`src/rtl/cpu_pkg.sv`:
```
// Shared opcode, instruction-field and state definitions for the
// operand issue stage and its register file.
package cpu_pkg;

    localparam int OP_W  = 5;
    localparam int RA_W  = 3;
    localparam int IM_W  = 3;
    localparam int INS_W = 16;

    localparam int OP_HI = 15;
    localparam int OP_LO = 11;
    localparam int RD_HI = 10;
    localparam int RD_LO = 8;
    localparam int RS_HI = 7;
    localparam int RS_LO = 5;
    localparam int IM_HI = 4;
    localparam int IM_LO = 2;

    localparam logic [OP_W-1:0] OP_NOP   = 5'b00000;
    localparam logic [OP_W-1:0] OP_ADD   = 5'b00001;
    localparam logic [OP_W-1:0] OP_AND   = 5'b00010;
    localparam logic [OP_W-1:0] OP_SUB   = 5'b00011;
    localparam logic [OP_W-1:0] OP_OR    = 5'b00100;
    localparam logic [OP_W-1:0] OP_XOR   = 5'b00101;
    localparam logic [OP_W-1:0] OP_MOV   = 5'b00110;
    localparam logic [OP_W-1:0] OP_NOT   = 5'b01000;
    localparam logic [OP_W-1:0] OP_SAR   = 5'b01001;
    localparam logic [OP_W-1:0] OP_SLR   = 5'b01010;
    localparam logic [OP_W-1:0] OP_SAL   = 5'b01011;
    localparam logic [OP_W-1:0] OP_SLL   = 5'b01100;
    localparam logic [OP_W-1:0] OP_ROL   = 5'b01101;
    localparam logic [OP_W-1:0] OP_ROR   = 5'b01110;
    localparam logic [OP_W-1:0] OP_SHOWR = 5'b11111;

    typedef enum logic [0:0] {
        ST_IDLE = 1'b0,
        ST_EXEC = 1'b1
    } state_t;

    function automatic logic writes_back(input logic [OP_W-1:0] op);
        logic wb;
        wb = 1'b0;
        unique case (1'b1)
            (op >= OP_ADD) && (op <= OP_MOV): wb = 1'b1;
            (op >= OP_NOT) && (op <= OP_ROR): wb = 1'b1;
            default:                          wb = 1'b0;
        endcase
        return wb;
    endfunction

    function automatic logic is_legal(input logic [OP_W-1:0] op);
        return writes_back(op) || (op == OP_NOP) || (op == OP_SHOWR);
    endfunction

endpackage

```
`src/rtl/reg_file_8x8.sv`:
```
// 8x8 register file: two async read ports, one sync write port.
// OPERAND_ISSUE_DBG_PORT_EN adds a third async read port for debug.
module reg_file_8x8
    import cpu_pkg::*;
#(
    parameter int DATA_W  = 8,
    parameter int REG_CNT = 8
) (
    input  logic              clock,
    input  logic              reset,
    input  logic              we,
    input  logic [RA_W-1:0]   waddr,
    input  logic [DATA_W-1:0] wdata,
    input  logic [RA_W-1:0]   raddr_a,
    output logic [DATA_W-1:0] rdata_a,
`ifdef OPERAND_ISSUE_DBG_PORT_EN
    input  logic [RA_W-1:0]   dbg_addr,
    output logic [DATA_W-1:0] dbg_data,
`endif
    input  logic [RA_W-1:0]   raddr_b,
    output logic [DATA_W-1:0] rdata_b
);

    logic [DATA_W-1:0] regs [REG_CNT];

    always_ff @(posedge clock) begin
        if (reset) begin
            for (int i = 0; i < REG_CNT; i++) begin
                regs[i] <= '0;
            end
        end else if (we) begin
            regs[waddr] <= wdata;
        end
    end

    assign rdata_a = regs[raddr_a];
    assign rdata_b = regs[raddr_b];

`ifdef OPERAND_ISSUE_DBG_PORT_EN
    assign dbg_data = regs[dbg_addr];
`endif

endmodule

```
`src/rtl/operand_issue_stage.sv`:
```
// Decode/operand-fetch stage feeding the 8-bit ALU, one instr per 2 cycles.
// OPERAND_ISSUE_DBG_PORT_EN exposes a combinational register debug read.
module operand_issue_stage
    import cpu_pkg::*;
#(
    parameter int DATA_W  = 8,
    parameter int REG_CNT = 8,
    parameter int CNT_W   = 16
) (
    input  logic              clock,
    input  logic              reset,
    input  logic [15:0]       instr,
    input  logic              instr_valid,
    output logic              instr_ready,
    output logic [DATA_W-1:0] alu_in1,
    output logic [DATA_W-1:0] alu_in2,
    output logic [4:0]        alu_op,
    output logic [2:0]        alu_im,
    input  logic [DATA_W-1:0] alu_res,
`ifdef OPERAND_ISSUE_DBG_PORT_EN
    input  logic [2:0]        dbg_addr,
    output logic [DATA_W-1:0] dbg_data,
`endif
    output logic [DATA_W-1:0] show_data,
    output logic              show_valid,
    output logic              illegal_op,
    output logic [CNT_W-1:0]  retired
);

    state_t            state;
    logic [OP_W-1:0]   op_q;
    logic [RA_W-1:0]   rd_q;
    logic [OP_W-1:0]   dec_op;
    logic [RA_W-1:0]   dec_rd;
    logic [RA_W-1:0]   dec_rs;
    logic [IM_W-1:0]   dec_im;
    logic [DATA_W-1:0] rd_val;
    logic [DATA_W-1:0] rs_val;
    logic              wb_en;
    logic              unused_rsvd;

    assign dec_op      = instr[OP_HI:OP_LO];
    assign dec_rd      = instr[RD_HI:RD_LO];
    assign dec_rs      = instr[RS_HI:RS_LO];
    assign dec_im      = instr[IM_HI:IM_LO];
    assign unused_rsvd = ^instr[1:0];

    assign instr_ready = (state == ST_IDLE);

    // illegal_op doubles as the "squashed" flag for the EXEC cycle
    assign wb_en = (state == ST_EXEC) && !illegal_op && writes_back(op_q);

    reg_file_8x8 #(
        .DATA_W  (DATA_W),
        .REG_CNT (REG_CNT)
    ) u_rf (
        .clock   (clock),
        .reset   (reset),
        .we      (wb_en),
        .waddr   (rd_q),
        .wdata   (alu_res),
        .raddr_a (dec_rd),
        .rdata_a (rd_val),
`ifdef OPERAND_ISSUE_DBG_PORT_EN
        .dbg_addr(dbg_addr),
        .dbg_data(dbg_data),
`endif
        .raddr_b (dec_rs),
        .rdata_b (rs_val)
    );

    always_ff @(posedge clock) begin
        if (reset) begin
            state      <= ST_IDLE;
            op_q       <= OP_NOP;
            rd_q       <= '0;
            alu_in1    <= '0;
            alu_in2    <= '0;
            alu_op     <= OP_NOP;
            alu_im     <= '0;
            show_data  <= '0;
            show_valid <= 1'b0;
            illegal_op <= 1'b0;
            retired    <= '0;
        end else begin
            show_valid <= 1'b0;
            unique case (state)
                ST_IDLE: begin
                    if (instr_valid) begin
                        op_q       <= dec_op;
                        rd_q       <= dec_rd;
                        alu_im     <= dec_im;
                        alu_in1    <= rd_val;
                        alu_in2    <= rs_val;
                        illegal_op <= !is_legal(dec_op);
                        alu_op     <= is_legal(dec_op) ? dec_op : OP_NOP;
                        state      <= ST_EXEC;
                    end
                end
                ST_EXEC: begin
                    state      <= ST_IDLE;
                    alu_op     <= OP_NOP;
                    illegal_op <= 1'b0;
                    if (!illegal_op) begin
                        retired <= retired + CNT_W'(1);
                    end
                    if (!illegal_op && (op_q == OP_SHOWR)) begin
                        show_data  <= alu_res;
                        show_valid <= 1'b1;
                    end
                end
            endcase
        end
    end

endmodule

```
`config.mk`:
```
export PLATFORM = sky130hd
export DESIGN_NAME = operand_issue_stage
export DESIGN_NICKNAME = d
export VERILOG_FILES = /design/src/rtl/cpu_pkg.sv /design/src/rtl/reg_file_8x8.sv /design/src/rtl/operand_issue_stage.sv
export SDC_FILE = /design/constraint.sdc
export NUM_CORES = 1
export LEC_CHECK = 0
export BUFFER_PORTS_ARGS = -buffer_cell sky130_fd_sc_hd__clkbuf_2
export CORE_ASPECT_RATIO = 1.4
export CORE_MARGIN = 8
export CORE_UTILIZATION = 27
export CTS_BUF_LIST = sky130_fd_sc_hd__clkbuf_16
export DETAILED_ROUTE_END_ITERATION = 6
export MAX_ROUTING_LAYER = met4
export PLACE_DENSITY = 0.49
export SETUP_SLACK_MARGIN = 0.1
export SLEW_MARGIN = 20
export SYNTH_ARGS = -nofsm -noshare
export SYNTH_HDL_FRONTEND = slang
export SYNTH_SLANG_ARGS = --single-unit
```
`constraint.sdc`:
```
create_clock -name clock -period 2.7 [get_ports clock]
set_clock_uncertainty 0.15 [all_clocks]
set_input_delay 0.54 -clock clock [delete_from_list [all_inputs] [get_ports clock]]
set_output_delay 0.54 -clock clock [all_outputs]
set_load 0.02 [all_outputs]
```
Yosys cells after proc, flatten, opt, wreduce, memory -nomap -nowiden
Memory sizes are Yosys's and may differ from the RTL's. A register that Yosys moved wholly into a read port is not among the register bits.
Index checks and enable logic that the tools add are counted.
{"block": "classes", "add_sub_neg": 1, "order_cmp": 8, "eq_ne": 3, "n_mux": 21, "bitwise": 2, "reduce_logical": 19}
{"op": "$add A16 B1 Y16 const B", "count": 1}
{"op": "$mux W1", "count": 14}
{"op": "$eq A5 B5 Y1 const B", "count": 2}
{"op": "$ge A5 B1 Y1 const B", "count": 2}
{"op": "$ge A5 B4 Y1 const B", "count": 2}
{"op": "$le A5 B3 Y1 const B", "count": 2}
{"op": "$le A5 B4 Y1 const B", "count": 2}
{"op": "$mux W5", "count": 2}
{"op": "$pmux W5 S2", "count": 1}
{"op": "$mux W8", "count": 1}
{"op": "$reduce_or A8 Y1", "count": 1}
{"op": "$logic_and A1 B1 Y1", "count": 7}
{"op": "$reduce_and A2 Y1", "count": 3}
{"op": "$reduce_or A2 Y1", "count": 3}
{"op": "$logic_not A5 Y1", "count": 1}
{"op": "$pmux W1 S2", "count": 2}
{"op": "$mux W3", "count": 1}
{"op": "$logic_not A1 Y1", "count": 2}
{"op": "$logic_or A1 B1 Y1", "count": 2}
{"op": "$ne A2 B2 Y1 const B", "count": 1}
{"op": "$not A1 Y1", "count": 2}
{"block": "totals", "register_bits": 43, "ramBits": 64, "input_bits": 27, "out_inout_bits": 51, "elab_cells": 64, "mem_count": 1}
{"name": "u_rf.regs", "depth": 8, "word_bits": 8, "read_ports": 2, "rd_clocked_by_memory_dff": 2, "write_ports": 8, "line": "reg_file_8x8.sv:24", "source": "logic [DATA_W-1:0] regs [REG_CNT];"}

Depth between registers and ports, before layout
Gate-level depths: netlist of run 1.
{"block": "depth", "word_depth": 12, "ltp_mapped": 7, "depth_no_buf": 5}

Modules after synthesis
Synthesis of run 1 repeated with hierarchy kept, for this count alone.
{"block": "hier_totals", "hier_cells": 486, "hier_area_um2": 5800.6}
{"mod": "reg_file_8x8", "n_inst": 1, "cells_each": 222, "area_per_inst_um2": 3525.9}
{"mod": "operand_issue_stage", "n_inst": 1, "cells_each": 264, "area_per_inst_um2": 2274.7}

Least setup slack after synthesis of run 1
No wires, ideal clock.
{"block": "synth_path", "kind": "input to register", "start": "input reset", "end": "memory u_rf.regs[0][0] (enable)", "setup_time_ns": 0.375, "t_arrival_ns": 2.135, "required_ns": 2.175, "path_slack_ns": 0.040, "stages": 6, "path_cell_list": "buf_6 or4b_4 nor4_2 nand2b_1 buf_6 o21bai_1"}
{"item": "start, declared", "line": "operand_issue_stage.sv:11", "source": "input logic reset,"}
{"item": "end, declared", "line": "reg_file_8x8.sv:24"}

==> reports/qor.yml, run 1 <==
sta:
  rsz0062_at_grt: "no"
  drv_slew: 0
  slew-limit-headroom: 0.5715
  worst_pin_slew_ns: 0.6428
  setup_viol: 0
  setup_tns_ns: 0
  fin_crit_ns: 2.254
  finalHoldViolCount: 0
  holdWs_ns: 0.2080
  max_clock_freq_mhz: 443.7
  finalCritPeriodShare: 0.8348
setup_path:
  crit_buf_inv: 1
  cp.required_ns: 2.66
  timing_worst_setup_path_type: "reg2reg"
  crit_cells: 5
  reg2reg_to: "u_rf.regs[0][5]$_SDFFCE_PN0P_"
  worstRegToRegCells: 5
  crit_family: "simple AND/OR/NAND/NOR gates"
  cp_max_fo: 8
  startpoint_type: "flop"
  endpoint: "u_rf.regs[0][5]$_SDFFCE_PN0P_"
  ff2ff_setup_slack_ns: 0.45
  worstPathCellList: "or4b_4, nor4_2, nand2b_1, o21bai_1, buf_4"
  slowest_stage: "or4b_4"
  max_stage_delay_ns: 0.51
  cp-startpoint: "state$_SDFF_PP0_"
  critPathCaptureType: "flop"
  crit-reg2reg-launch: "state$_SDFF_PP0_"
  arrival_ns: 2.21
synth:
  ys_seq_elements: 123
  syn_area_mm2: 0.005450
  synth_area_leaders: "edfxtp_1 35%, dfxtp_1 22%, mux4_2 13%"
  yosysUniqueCellTypes: 41
  syn_nets: 503
  syn_inst: 475
  yosysSeqAreaShare: 0.5693
  synth-edff-count: 64
  synth-main-ff-cell: "edfxtp_1"
  syn_area_per_cell_um2: 11.47
  yosysTopAreaCell: "edfxtp_1"
  yosys_warnings: 0
  synth_top_area_frac: 0.3526
  synthArstFlopShare: 0
drt:
  vias: 3897
  wirelength_mm: 14.02
  drt_iter0_drc: 161
  viasPerCell: 4.707
  ant_nets: 0
  wl_per_cell_um: 16.93
  first_pass_iters: 5
  drc_errors: 0
global_routing:
  grt_pass1_vias: 4132
  grt_pass1_wl_mm: 22.56
  grt_max_degree: 63
  grt_use_met2: 0.2071
  grt_usage: 0.1203
  grtUsageMet1: 0.1343
  grt_antenna_before_repair: 0
  busiest_layer: "met2"
  grt_overflow: 0
  grtUsageMet3: 0.02970
cts:
  h-tree-depth: 4
  cts.path.max_buffers: 2
  clock_latency_ns: 0.40
  hold_buffers: 0
  cts-root-buf: "clkbuf_16"
  clkTransAtPathRegs_ns: 0.06
  cts_buffers: 17
  cts_num_sinks: 123
  cts-resized-gates: 0
  cts_tree: "yes"
  post_cts_buffers: 0
floorplan:
  die_height_um: 184.1
  dieArea_mm2: 0.02505
  die_x_um: 136.1
  core_mm2: 0.01984
  core.rowCount: 61
  pin_count: 78
  start_util: 0.2747
job:
  maxCapViolations: 0
place:
  port_buffers: 75
  place_hpwl_mm: 10.84
  place_area_mm2: 0.006172
  gp_congestion: 0.7880
cells_and_area:
  drive_gt1_frac: 0.2934
  diodes: 0
  layout_commonest_cell: "nor2_1"
  area_growth_syn_to_layout_pct: 24.70
  final_cell_mix: "104 x nor2_1, 75 x clkbuf_2, 64 x edfxtp_1"
  design_area_mm2: 0.006797
  nets: 591
pwr:
  p_leak_nw: 2.522
  ir_drop_v: 0.0004293
  power_density_mw_per_mm2: 715.8
status:
  status: "completed"
worst_hold_path:
  hold_start: "instr[2]"
  hp-class: "in2reg"
[worst register-to-register path: stages (launching register included)]
cell and delay, ns:
dfxtp_1 0.42, or4b_4 0.51, nor4_2 0.36, nand2b_1 0.14, o21bai_1 0.16, buf_4 0.21
[sequential cells by signal, indices dropped and copies added (netlist names)]
register,count
rd_q,3
alu_in2,8
alu_in1,8
alu_op,5
u_rf.regs,64
show_data,8
retired,16
op_q,5
state,1
show_valid,1
illegal_op,1
alu_im,3
[cell usage after synthesis (3+ instances only)]
library cell,n
buf_6,3
a21oi_1,19
nand2b_1,4
xor2_1,4
buf_2,8
clkbuf_1,16
nor2_1,104
o22ai_1,16
inv_1,7
nand4_1,5
nor3_1,20
mux4_2,32
dfxtp_1,59
nor4_1,5
xnor2_1,8
mux2i_1,10
nand2_1,51
edfxtp_1,64
nand3_1,7
o21bai_1,8
[how the worst min path moves through the flow]
stage	to	slack, ns	depth (start not counted)
after floorplan	op_q[1]$_SDFFE_PP0P_	0.29	2
after global placement	alu_im[2]$_SDFFE_PP0P_	0.29	2
after detailed placement	alu_im[2]$_SDFFE_PP0P_	0.30	2
after CTS	alu_im[0]$_SDFFE_PP0P_	0.19	3
after global routing	alu_im[0]$_SDFFE_PP0P_	0.21	3
final	alu_im[0]$_SDFFE_PP0P_	0.21	3
[metrics by stage]
step           power (mW)    util  setup slack (ns)  instances
4_1_cts             4.934  0.3425            0.4385        828
6_report            4.865  0.3425            0.4460        828
2_1_floorplan       2.365       -           0.03996        475
3_3_place_gp        2.500  0.3110            0.2444        796
3_5_place_dp        2.512  0.3110            0.2230        796
5_1_grt             5.058  0.3425            0.3046        828
[cell families after synthesis]
group | synth area share
and+or+nand+nor | 0.1756
DFF | 0.5693
AOI/OAI and AO/OA | 0.05211
muxes | 0.1506
buffers and inverters | 0.03076
xor gates and xnor gates | 0.01928
adders and majority gates | 0.002295
[report_power, final]
group / internal (mW) / switching (mW)
clock network: 1.55 / 0.858
registers: 2.03 / 0.0426
logic: 0.158 / 0.227
total: 3.74 / 1.13
[final cells by class]
type | instances | area [um2]
inverter | 7 | 26.28
multi-input combinational | 316 | 2180
sequential | 123 | 3103
fill | 2019 | 13050
timing repair buffer | 98 | 548.0
tap | 252 | 315.3
clock inverter | 15 | 198.9
clock buffer | 17 | 425.4
[layer usage]
layer	wire (um)	vias up
met3	575	6
met2	7434	111
met4	97	0
met5	0	-
li1	-	1894
met1	5915	1886
(Power assumes the default switching activity.)
==> inputs of run 2 (changes only) <==
PLACE_DENSITY = 0.48   (was 0.49)
clock period = 2.1 ns   (was 2.7 ns; I/O delays follow)
==> run 2 against run 1 <==
Effect of this change:
- the run now ends with negative setup slack left
- sequential power up 28%
- global-route usage rose by 0.35 points
- sequential share of layout area shrank 2.1 points
- via count up 1.9%
- first-iteration DRC count increased by 36%
- critical path type unchanged
==> reports/qor.yml, run 2 (synthesis gave the netlist of run 1 again) <==
drt:
  viasPerCell: 4.732  # +0.54%
  wirelength_mm: 14.34  # +2.3%
  vias: 3970  # +1.9%
  drc_errors: 0  # unchanged
  wl_per_cell_um: 17.10  # +0.96%
  first_pass_iters: 5  # unchanged
  drt_iter0_drc: 219  # +36%
  ant_nets: 0  # unchanged
cts:
  h-tree-depth: 4  # unchanged
  cts_num_sinks: 123  # unchanged
  cts_buffers: 17  # unchanged
  cts-root-buf: "clkbuf_16"
  clkTransAtPathRegs_ns: 0.05  # about the same
  clock_latency_ns: 0.41  # about the same
  hold_buffers: 0  # unchanged
  cts.path.max_buffers: 2  # unchanged
  cts_tree: "yes"
place:
  dp.cells: 800  # +0.50%
  place_area_mm2: 0.006386  # +3.5%
  place_hpwl_mm: 10.71  # -1.2%
  port_buffers: 75  # unchanged
  place_ws_ns: -0.2231  # -0.4460 ns
  gp_congestion: 0.7802  # -0.99%
setup_path:
  critPathCaptureType: "flop"
  startpoint_type: "flop"
  crit-reg2reg-launch: "op_q[4]$_SDFFE_PP0P_"
  cp_max_fo: 8  # unchanged
  reg2reg_to: "u_rf.regs[5][5]$_SDFFCE_PN0P_"
  timing_worst_setup_path_type: "reg2reg"
  arrival_ns: 2.07  # -0.14 ns
  ff2ff_setup_slack_ns: -0.004  # -0.45 ns
  worstRegToRegCells: 6  # +1
  cp.required_ns: 2.07  # -0.59 ns
job:
  maxCapViolations: 0  # unchanged
sta:
  holdWs_ns: 0.08178  # -0.1262 ns
  setup_ws_ns: -0.003810  # -0.4498 ns
  drv_slew: 0  # unchanged
  finalHoldViolCount: 0  # unchanged
  max_clock_freq_mhz: 475.3  # +7.1%
  setup_tns_ns: -0.01680  # -0.01680 ns
  finalCritPeriodShare: 1.002  # +0.1670
  rsz0062_at_grt: "yes"
  worst_pin_slew_ns: 0.6814  # +0.03865 ns
  setup_viol: 6  # +6
  fin_crit_ns: 2.104  # -0.1502 ns
  slew-limit-headroom: 0.5457  # -0.02577
cells_and_area:
  top_regs: "u_rf.regs (64), retired (16)"
  drive_gt1_frac: 0.3271  # +0.03368
  nets: 602  # +1.9%
  area_growth_syn_to_layout_pct: 30.69
  diodes: 0  # unchanged
  top_register: "u_rf.regs"
  layout.cells.non_filler: 839  # +1.3%
  final_cell_mix: "96 x nor2_1, 75 x clkbuf_2, 64 x edfxtp_1"
  design_area_mm2: 0.007123  # +4.8%
  largest_reg_flops: 64  # unchanged
  layout_commonest_cell: "nor2_1"
global_routing:
  grt_max_degree: 63  # unchanged
  grt_antenna_before_repair: 0  # unchanged
  grt_overflow: 0  # unchanged
  grt_pass1_wl_mm: 22.91  # +1.6%
  grt_usage: 0.1238  # +0.003540
  grt_pass1_vias: 4246  # +2.8%
floorplan:
  core_mm2: 0.01984  # unchanged
  core.rowCount: 61  # unchanged
  start_util: 0.2747  # unchanged
  pin_count: 78  # unchanged
  die_height_um: 184.1  # unchanged
  die_x_um: 136.1  # unchanged
  dieArea_mm2: 0.02505  # unchanged
pwr:
  seq_power_share: 0.449  # +0.022
  p_comb_frac: 0.097  # +0.018
  switchingPower_mw: 1.383  # +23%
  power_density_mw_per_mm2: 835.7  # +17%
  clkPwrFrac: 0.454  # -0.040
  ir_drop_v: 0.0004468  # +4.1%
  switching_share: 0.2324  # +0.0005957
  p_int_mw: 4.569  # +22%
  p_leak_nw: 2.695  # +6.9%
status:
  violations: "negative setup slack"
  status: "finished with violations"
worst_hold_path:
  hold_start: "instr[2]"
  hold_end: "alu_im[0]$_SDFFE_PP0P_"
  worstHoldPathCells: 3  # unchanged
  hp-class: "in2reg"
## run 2: cell count changes in the layout (fill, tap and decap cells not counted), sizes merged
cell	before	now
buf	23	34
clkinv	4	10
bufinv	4	2
clkinvlp	4	0
## run 2: how the worst max path moves through the flow
stage                              start                             to  slack, ns  cells after the start
floorplan                          reset  u_rf.regs[6][0]$_SDFFCE_PN0P_      -0.11                      5
global placement                   reset  u_rf.regs[1][7]$_SDFFCE_PN0P_      -0.21                      6
detailed placement                 reset  u_rf.regs[1][7]$_SDFFCE_PN0P_      -0.22                      6
CTS                 op_q[4]$_SDFFE_PP0P_  u_rf.regs[5][0]$_SDFFCE_PN0P_     -0.007                      6
global route        op_q[4]$_SDFFE_PP0P_  u_rf.regs[5][5]$_SDFFCE_PN0P_      -0.08                      6
finish              op_q[4]$_SDFFE_PP0P_  u_rf.regs[5][5]$_SDFFCE_PN0P_     -0.004                      6
## run 2: layer usage
layer	part of all wire	vias to the layer above	track usage	routed length [um]
li1	-	1922	-	-
met1	0.42	1914	0.1387	6031
met2	0.51	120	0.2063	7372
met3	0.052	14	0.03433	750
met4	0.013	0	0.04584	189
met5	0	-	-	0
## run 2: metrics by stage
step,utilization,power [mW]
floorplan,-,3.063
detailed placement,0.3218,3.277
finish,0.3590,5.953
global route,0.3590,6.204
CTS,0.3551,6.037
global placement,0.3218,3.262
## run 2: what timing repair did
item	in CTS	in global routing
setup buffers	7	0
pin swaps	7	7
endpoints found under the setup margin	64	103
resized for setup	4	21
gates cloned	0	0
## run 2: power groups by stage
| stage | Clock, mW | Combinational (mW) | Sequential [mW] |
|---|---|---|---|
| after global placement | 0 | 0.548 | 2.71 |
| final | 2.70 | 0.580 | 2.67 |
| after CTS | 2.78 | 0.582 | 2.67 |
| after detailed placement | 0 | 0.558 | 2.72 |
| after global routing | 2.89 | 0.632 | 2.68 |
| after floorplan | 0 | 0.315 | 2.75 |
## run 2: final cells by class
class                   count  area [um2]
inverters                   7       26.28
well taps                 252       315.3
clock buffers              17       425.4
clock inverters            15       116.4
multi-input cells         316        2369
repair buffers            109       767.0
flip-flops and latches    123        3104
fillers                  2007       12720
## run 2: worst max-delay path: stages, from the launching register on
cell	delay [ns]
dfxtp_2	0.32
or4b_4	0.57
nor4_4	0.20
buf_4	0.17
nand2_4	0.08
o21bai_4	0.18
buf_12	0.15
